$ cat src/rtl/intersection_phase_sched_pkg.sv
// Shared types for the intersection scheduler: phase encoding, lamp
// structs, the phase-to-lamp decode and duration clamping.
package tlc_pkg;

  typedef enum logic [2:0] {
    ALLRED_A = 3'd0,
    A_GREEN  = 3'd1,
    A_YELLOW = 3'd2,
    ALLRED_B = 3'd3,
    B_GREEN  = 3'd4,
    B_YELLOW = 3'd5
  } phase_e;

  typedef struct packed {
    logic red;
    logic yellow;
    logic green;
  } lamp_t;

  typedef struct packed {
    lamp_t a;
    lamp_t b;
  } heads_t;

  localparam lamp_t LAMP_RED    = '{red: 1'b1, yellow: 1'b0, green: 1'b0};
  localparam lamp_t LAMP_YELLOW = '{red: 1'b0, yellow: 1'b1, green: 1'b0};
  localparam lamp_t LAMP_GREEN  = '{red: 1'b0, yellow: 1'b0, green: 1'b1};

  // Both heads default to red; only the four moving phases light anything else.
  function automatic heads_t phase_lamps(phase_e p);
    heads_t h;
    h.a = LAMP_RED;
    h.b = LAMP_RED;
    case (p)
      A_GREEN:  h.a = LAMP_GREEN;
      A_YELLOW: h.a = LAMP_YELLOW;
      B_GREEN:  h.b = LAMP_GREEN;
      B_YELLOW: h.b = LAMP_YELLOW;
      default:  ;
    endcase
    return h;
  endfunction

  // A zero duration would stall the counter at 0, so it is run as one tick.
  function automatic logic [7:0] clamp_dur(logic [7:0] d);
    return (d == 8'd0) ? 8'd1 : d;
  endfunction

endpackage

$ cat src/rtl/intersection_phase_sched_if.sv
// Control/status bundle between the scheduler (slave) and its user (master).
interface intersection_phase_sched_if;
  logic       tick;
  logic       veh_b;
  logic [1:0] ped_req;
  logic [1:0] ped_ack;
  logic       a_red, a_yellow, a_green;
  logic       b_red, b_yellow, b_green;
  logic [2:0] phase;
  logic [7:0] countdown;

  modport slave (
    input  tick, veh_b, ped_req,
    output ped_ack, a_red, a_yellow, a_green, b_red, b_yellow, b_green,
           phase, countdown
  );

  modport master (
    output tick, veh_b, ped_req,
    input  ped_ack, a_red, a_yellow, a_green, b_red, b_yellow, b_green,
           phase, countdown
  );
endinterface

$ cat src/rtl/intersection_phase_sched_timer.sv
// Loadable 8-bit phase down-counter. A load wins over the tick decrement;
// the count holds at 1 until the owner reloads it on expiry.
module tlc_phase_timer #(
  parameter logic [7:0] RST_VAL = 8'd1
) (
  input  logic       clk,
  input  logic       rst_n,
  input  logic       tick_i,
  input  logic       load_i,
  input  logic [7:0] load_val_i,
  output logic [7:0] count_o,
  output logic       expire_o
);

  logic [7:0] count_q, count_d;

  // Next count: priority load, else tick-enabled decrement floored at 1.
  always_comb begin
    count_d = count_q;
    if (load_i)
      count_d = load_val_i;
    else if (tick_i && (count_q > 8'd1))
      count_d = count_q - 8'd1;
  end

  // Count register; reset is asynchronous and asserted high.
  always_ff @(posedge clk or posedge rst_n) begin
    if (rst_n) count_q <= RST_VAL;
    else       count_q <= count_d;
  end

  assign count_o  = count_q;
  assign expire_o = tick_i && (count_q == 8'd1);

endmodule

$ cat src/rtl/intersection_phase_sched.sv
// Two-approach intersection phase scheduler.
// Optional feature macro: TLC_PED_REQ_EN enables pedestrian latches,
// green shortening and ped_ack; without it ped_req is ignored.
module intersection_phase_sched
  import tlc_pkg::*;
#(
  parameter int T_GREEN_A = 60,
  parameter int T_GREEN_B = 30,
  parameter int T_YELLOW  = 5,
  parameter int T_ALLRED  = 2,
  parameter int T_PED     = 10
) (
  input  logic                       clk,
  input  logic                       rst_n,
  intersection_phase_sched_if.slave  bus
);

  localparam logic [7:0] D_GA  = clamp_dur(8'(T_GREEN_A));
  localparam logic [7:0] D_GB  = clamp_dur(8'(T_GREEN_B));
  localparam logic [7:0] D_Y   = clamp_dur(8'(T_YELLOW));
  localparam logic [7:0] D_AR  = clamp_dur(8'(T_ALLRED));
  localparam logic [7:0] D_PED = clamp_dur(8'(T_PED));

  phase_e     phase_q, phase_d;
  logic [1:0] pl_q, pl_d;
  logic [1:0] ack_q, ack_d;
  heads_t     lamps_q;
  logic [1:0] pl_eff;
  logic [7:0] count;
  logic       expire, load, shorten, b_demand;
  logic [7:0] load_val;

  function automatic logic [7:0] dur_of(phase_e p);
    case (p)
      A_GREEN:            return D_GA;
      B_GREEN:            return D_GB;
      A_YELLOW, B_YELLOW: return D_Y;
      default:            return D_AR;
    endcase
  endfunction

  function automatic phase_e next_phase(phase_e p);
    case (p)
      ALLRED_A: return A_GREEN;
      A_GREEN:  return A_YELLOW;
      A_YELLOW: return ALLRED_B;
      ALLRED_B: return B_GREEN;
      B_GREEN:  return B_YELLOW;
      default:  return ALLRED_A;
    endcase
  endfunction

  tlc_phase_timer #(.RST_VAL(D_AR)) u_timer (
    .clk        (clk),
    .rst_n      (rst_n),
    .tick_i     (bus.tick),
    .load_i     (load),
    .load_val_i (load_val),
    .count_o    (count),
    .expire_o   (expire)
  );

  // Pending pedestrian demand including a request sampled this edge;
  // requests for a crossing that is already safe never latch.
  always_comb begin
    pl_eff = 2'b00;
`ifdef TLC_PED_REQ_EN
    pl_eff[0] = pl_q[0] | (bus.ped_req[0] & (phase_q != B_GREEN));
    pl_eff[1] = pl_q[1] | (bus.ped_req[1] & (phase_q != A_GREEN));
`endif
  end

  // Phase sequencing, timer reload/shortening and acknowledge generation.
  always_comb begin
    phase_d  = phase_q;
    load     = 1'b0;
    load_val = count;
    b_demand = bus.veh_b | pl_eff[0];
    shorten  = (((phase_q == A_GREEN) && pl_eff[0]) ||
                ((phase_q == B_GREEN) && pl_eff[1])) && (count > D_PED);
    if (expire) begin
      load = 1'b1;
      if ((phase_q == A_GREEN) && !b_demand) begin
        load_val = D_GA;
      end else begin
        phase_d  = next_phase(phase_q);
        load_val = dur_of(next_phase(phase_q));
      end
    end else if (shorten) begin
      load     = 1'b1;
      load_val = D_PED;
    end
    ack_d = 2'b00;
    pl_d  = pl_eff;
    if ((phase_d == B_GREEN) && (phase_q != B_GREEN)) begin
      ack_d[0] = pl_eff[0];
      pl_d[0]  = 1'b0;
    end
    if ((phase_d == A_GREEN) && (phase_q != A_GREEN)) begin
      ack_d[1] = pl_eff[1];
      pl_d[1]  = 1'b0;
    end
  end

  // State, latch, ack and lamp registers; lamps decode the next phase so
  // they change on the same edge as phase.
  always_ff @(posedge clk or posedge rst_n) begin
    if (rst_n) begin
      phase_q <= ALLRED_A;
      pl_q    <= 2'b00;
      ack_q   <= 2'b00;
      lamps_q <= phase_lamps(ALLRED_A);
    end else begin
      phase_q <= phase_d;
      pl_q    <= pl_d;
      ack_q   <= ack_d;
      lamps_q <= phase_lamps(phase_d);
    end
  end

  assign bus.phase     = phase_q;
  assign bus.countdown = count;
  assign bus.ped_ack   = ack_q;
  assign bus.a_red     = lamps_q.a.red;
  assign bus.a_yellow  = lamps_q.a.yellow;
  assign bus.a_green   = lamps_q.a.green;
  assign bus.b_red     = lamps_q.b.red;
  assign bus.b_yellow  = lamps_q.b.yellow;
  assign bus.b_green   = lamps_q.b.green;

endmodule

$ cat src/flat_wrapper.sv
// flat-port wrapper written by rule: the top's interface ports become plain ports
module intersection_phase_sched_flat import tlc_pkg::*;
#(
  parameter int T_GREEN_A = 60,
  parameter int T_GREEN_B = 30,
  parameter int T_YELLOW  = 5,
  parameter int T_ALLRED  = 2,
  parameter int T_PED     = 10
)
  (clk, rst_n, bus_tick, bus_veh_b, bus_ped_req, bus_ped_ack, bus_a_red, bus_a_yellow, bus_a_green, bus_b_red, bus_b_yellow, bus_b_green, bus_phase, bus_countdown);
  intersection_phase_sched_if bus_i ();
  input  logic clk;
  input  logic rst_n;
  input wire logic [$bits(bus_i.tick)-1:0] bus_tick;
  input wire logic [$bits(bus_i.veh_b)-1:0] bus_veh_b;
  input wire logic [$bits(bus_i.ped_req)-1:0] bus_ped_req;
  output wire logic [$bits(bus_i.ped_ack)-1:0] bus_ped_ack;
  output wire logic [$bits(bus_i.a_red)-1:0] bus_a_red;
  output wire logic [$bits(bus_i.a_yellow)-1:0] bus_a_yellow;
  output wire logic [$bits(bus_i.a_green)-1:0] bus_a_green;
  output wire logic [$bits(bus_i.b_red)-1:0] bus_b_red;
  output wire logic [$bits(bus_i.b_yellow)-1:0] bus_b_yellow;
  output wire logic [$bits(bus_i.b_green)-1:0] bus_b_green;
  output wire logic [$bits(bus_i.phase)-1:0] bus_phase;
  output wire logic [$bits(bus_i.countdown)-1:0] bus_countdown;
  assign bus_i.tick = bus_tick;
  assign bus_i.veh_b = bus_veh_b;
  assign bus_i.ped_req = bus_ped_req;
  assign bus_ped_ack = bus_i.ped_ack;
  assign bus_a_red = bus_i.a_red;
  assign bus_a_yellow = bus_i.a_yellow;
  assign bus_a_green = bus_i.a_green;
  assign bus_b_red = bus_i.b_red;
  assign bus_b_yellow = bus_i.b_yellow;
  assign bus_b_green = bus_i.b_green;
  assign bus_phase = bus_i.phase;
  assign bus_countdown = bus_i.countdown;
  intersection_phase_sched #(.T_GREEN_A(T_GREEN_A), .T_GREEN_B(T_GREEN_B), .T_YELLOW(T_YELLOW), .T_ALLRED(T_ALLRED), .T_PED(T_PED)) u_core (.clk(clk), .rst_n(rst_n), .bus(bus_i));
endmodule
$ cat config.mk
export PLATFORM = sky130hd
export DESIGN_NAME = intersection_phase_sched_flat
export DESIGN_NICKNAME = d
export VERILOG_FILES = /design/src/rtl/intersection_phase_sched_pkg.sv /design/src/rtl/intersection_phase_sched_if.sv /design/src/rtl/intersection_phase_sched_timer.sv /design/src/rtl/intersection_phase_sched.sv /design/src/flat_wrapper.sv
export SDC_FILE = /design/constraint.sdc
export NUM_CORES = 1
export LEC_CHECK = 0
export ABC_CLOCK_PERIOD_IN_PS = 4500
export CELL_PAD_IN_SITES_DETAIL_PLACEMENT = 0
export CELL_PAD_IN_SITES_GLOBAL_PLACEMENT = 1
export CORE_MARGIN = 10
export CORE_UTILIZATION = 35
export DETAILED_ROUTE_END_ITERATION = 7
export PLACE_DENSITY = 0.76
export SYNTH_ARGS = -nofsm -noshare
export SYNTH_HDL_FRONTEND = slang
export SYNTH_SLANG_ARGS = --single-unit
export TNS_END_PERCENT = 5
$ cat constraint.sdc
create_clock -name clk -period 4.5 [get_ports clk]
set_clock_uncertainty 0.05 [all_clocks]
set_input_delay 0.9 -clock clk [delete_from_list [all_inputs] [get_ports clk]]
set_output_delay 0.9 -clock clk [all_outputs]
set_load 0.01 [all_outputs]
==> run metrics <==
status=complete, no violations; Unique masters post-synth=40; Num CTS Buffers=3; fraction of final layout cells sized beyond drive strength 1=10.48%; Post-CTS Resized=0; largest net degree at the start of global routing=18; Synth area leader=dfrtp_1; Layout Cells excl Fill=155; DR pass1 iterations=4; Async S/R FF share, synth=100.0%; CTS max path bufs=2; Period minus WS final=2.631 ns; Synth top area share=35.31%; Seq/Total Area, Yosys=43.25%; CP Cell Sequence=inv_1, ha_1, or3b_2, o31ai_2, o21ba_2, o22a_1; port bufs=20; GPL Wtd Cong=0.7568; Layout Nets=133; fill cell count=274; TritonCTS clock tree=yes; Tot Pwr=0.6418 mW; initial antenna violation count=0; root buffer cell=clkbuf_4; mapped cell area=992.2 µm²; Power Dens Cells=527.7 nW/µm²; vias per cell=5.316; Total Wirelength=2322 µm; Crit Path Max Fanout=15; Max Cap Viol=0; Die Y=73.25 µm; measured slew at the worst slew-check pin=0.9671 ns; GRT Overall Usage=8.694%; Synth Register Bits=17; Mapped Cells=106; TNS Setup=0 ns; core area=2734 µm²; Hold Buf Count CTS=0; Hold Vio Cnt, Final=0; Post-synth EDFFs=0; vias in the first global route=786; grt ovf=0; CP Capture Type=flip-flop; Site Rows=19; Sequential Area=429.2 µm²; Die Width=73.25 µm; VDD IR max=0.0002543 V; DR vias=824; Worst path max stage delay=0.80 ns; Routed wire per std cell=14.98 µm; HPWL after detailed placement=1680 µm; Critical Path Source Type=flip-flop; Critical Path RT=4.64 ns; max_slew headroom=35.14%; Antenna Cells=0; Skew-Pair Late Insertion Delay=0.29 ns; syn_area_per_cell=9.360 µm²; Final Max Tran Viols=0; initial drt markers=71; dominant cells by area after synthesis=dfrtp_1, dfstp_2, nand2_1; # setup viols final=0; Setup CP Type=flip-flop to flip-flop; CP max stage cell=o31ai_2; most frequent cells in the layout=clkdlybuf4s50_1, dfrtp_1, nand2_1; Die Area=5365 µm²; # Post-CTS Setup Buffers=0; Final Hold Slack=0.4615 ns; Clock transition at path regs=0.10 ns; Clock Sinks=17; Hold Path Class=flip-flop to flip-flop; leak pwr=0.5100 nW; ys flop type=dfrtp_1; Syn. warnings=0; fmax=0.3801 GHz; IO Count=25; Initial Util=36.29%; post-route ant nets=0; Syn-to-layout area delta=22.57%; commonest non-fill, non-tap cell in the layout=clkdlybuf4s50_1; Tcrit/Tclk final=58.47%; RSZ-0062 raised after global routing=false; first-pass GRT wire length=3739 µm; Residual DRC=0; WP data arrival=2.77 ns; Multi-input gate area=499.2 µm²; CTS H-tree depth=1; Placed Instances=151
==> worst max-delay path, delay by kind of cell (launching register included) <==
kind | cells | cell delay, ns
adder cells (fa/ha/maj) | 1 | 0.17
AND/OR/NAND/NOR | 1 | 0.50
flip-flops | 1 | 0.46
AO/OA/AOI/OAI | 3 | 1.25
buffers and inverters | 1 | 0.09
==> registers in the layout, summed over array words and instances, names as in the netlist <==
signal and flops:
u_core.bus.a_red 1, u_core.bus.b_red 1, u_core.bus.a_yellow 1, u_core.bus.a_green 1, u_core.bus.b_yellow 1, u_core.bus.b_green 1
u_core.u_timer.count_o 8, u_core.bus.phase 3
==> logic make-up (layout without fill, tap and decap cells) <==
family | after synthesis | count (layout) | share of synthesized area [%]
simple gates | 40 | 40 | 23.08
other cells | 1 | 2 | 0.3779
xor+xnor | 2 | 2 | 1.766
flops | 17 | 17 | 43.25
compound gates | 29 | 29 | 19.93
mux | 2 | 2 | 2.270
fa+ha+maj | 2 | 2 | 2.522
buf+inv | 13 | 30 | 6.808
==> through the flow <==
step,util (%),setup WS (ns),cell area [µm²]
floorplan,-,2.429,996.0
global placement,43.52,1.679,1190
detailed placement,43.52,1.681,1190
CTS,44.49,1.857,1216
global route,44.49,1.664,1216
finish,44.49,1.869,1216
==> worst paths after layout <==
kind,start,end,slack [ns],cells after the start
worst max-delay path,u_core.u_timer.count_o[0],u_core.u_timer.count_o[5],1.87,6
worst min-delay path,u_core.u_timer.count_o[1],u_core.u_timer.count_o[1],0.46,2
worst max register to register,u_core.u_timer.count_o[0],u_core.u_timer.count_o[5],1.87,6
worst min register to register,u_core.u_timer.count_o[1],u_core.u_timer.count_o[1],0.46,2
max in group asynchronous,rst_n,u_core.bus.a_green,3.02,2
min in group asynchronous,rst_n,u_core.bus.a_yellow,0.95,2
==> cells in the mapped netlist (2+ instances only) <==
master,instances
dfrtp_1,14
nand2_1,13
a21oi_1,7
o21ai_0,7
inv_1,6
nor2_1,6
clkbuf_1,3
dfstp_2,3
nor2b_1,3
nor3_1,3
or4_1,3
a2bb2oi_1,2
and2_1,2
buf_4,2
ha_1,2
mux2_2,2
nand4b_1,2
nor4_1,2
o31ai_1,2
xnor2_1,2
==> power by group <==
group	internal (mW)	switching [mW]
sequential	0.205	0.0744
combinational	0.160	0.118
clock	0.0345	0.0497
total	0.400	0.242
==> area by class of cell <==
| class | instances | area share, % |
|---|---|---|
| multi-input combinational | 77 | 41.05 |
| inverter | 6 | 1.852 |
| clock buffer | 4 | 2.160 |
| timing repair buffer | 20 | 16.46 |
| sequential | 17 | 35.29 |
| tap | 31 | 3.189 |
==> per-layer routing <==
layer / wire, µm / global-route usage [%] / up-vias
met2: 1069 / 14.61 / 17
met5: 0 / 0 / -
met4: 41 / 4.430 / 0
li1: - / - / 411
met3: 151 / 2.313 / 4
met1: 1059 / 9.779 / 392
(Power assumes the default switching activity.)
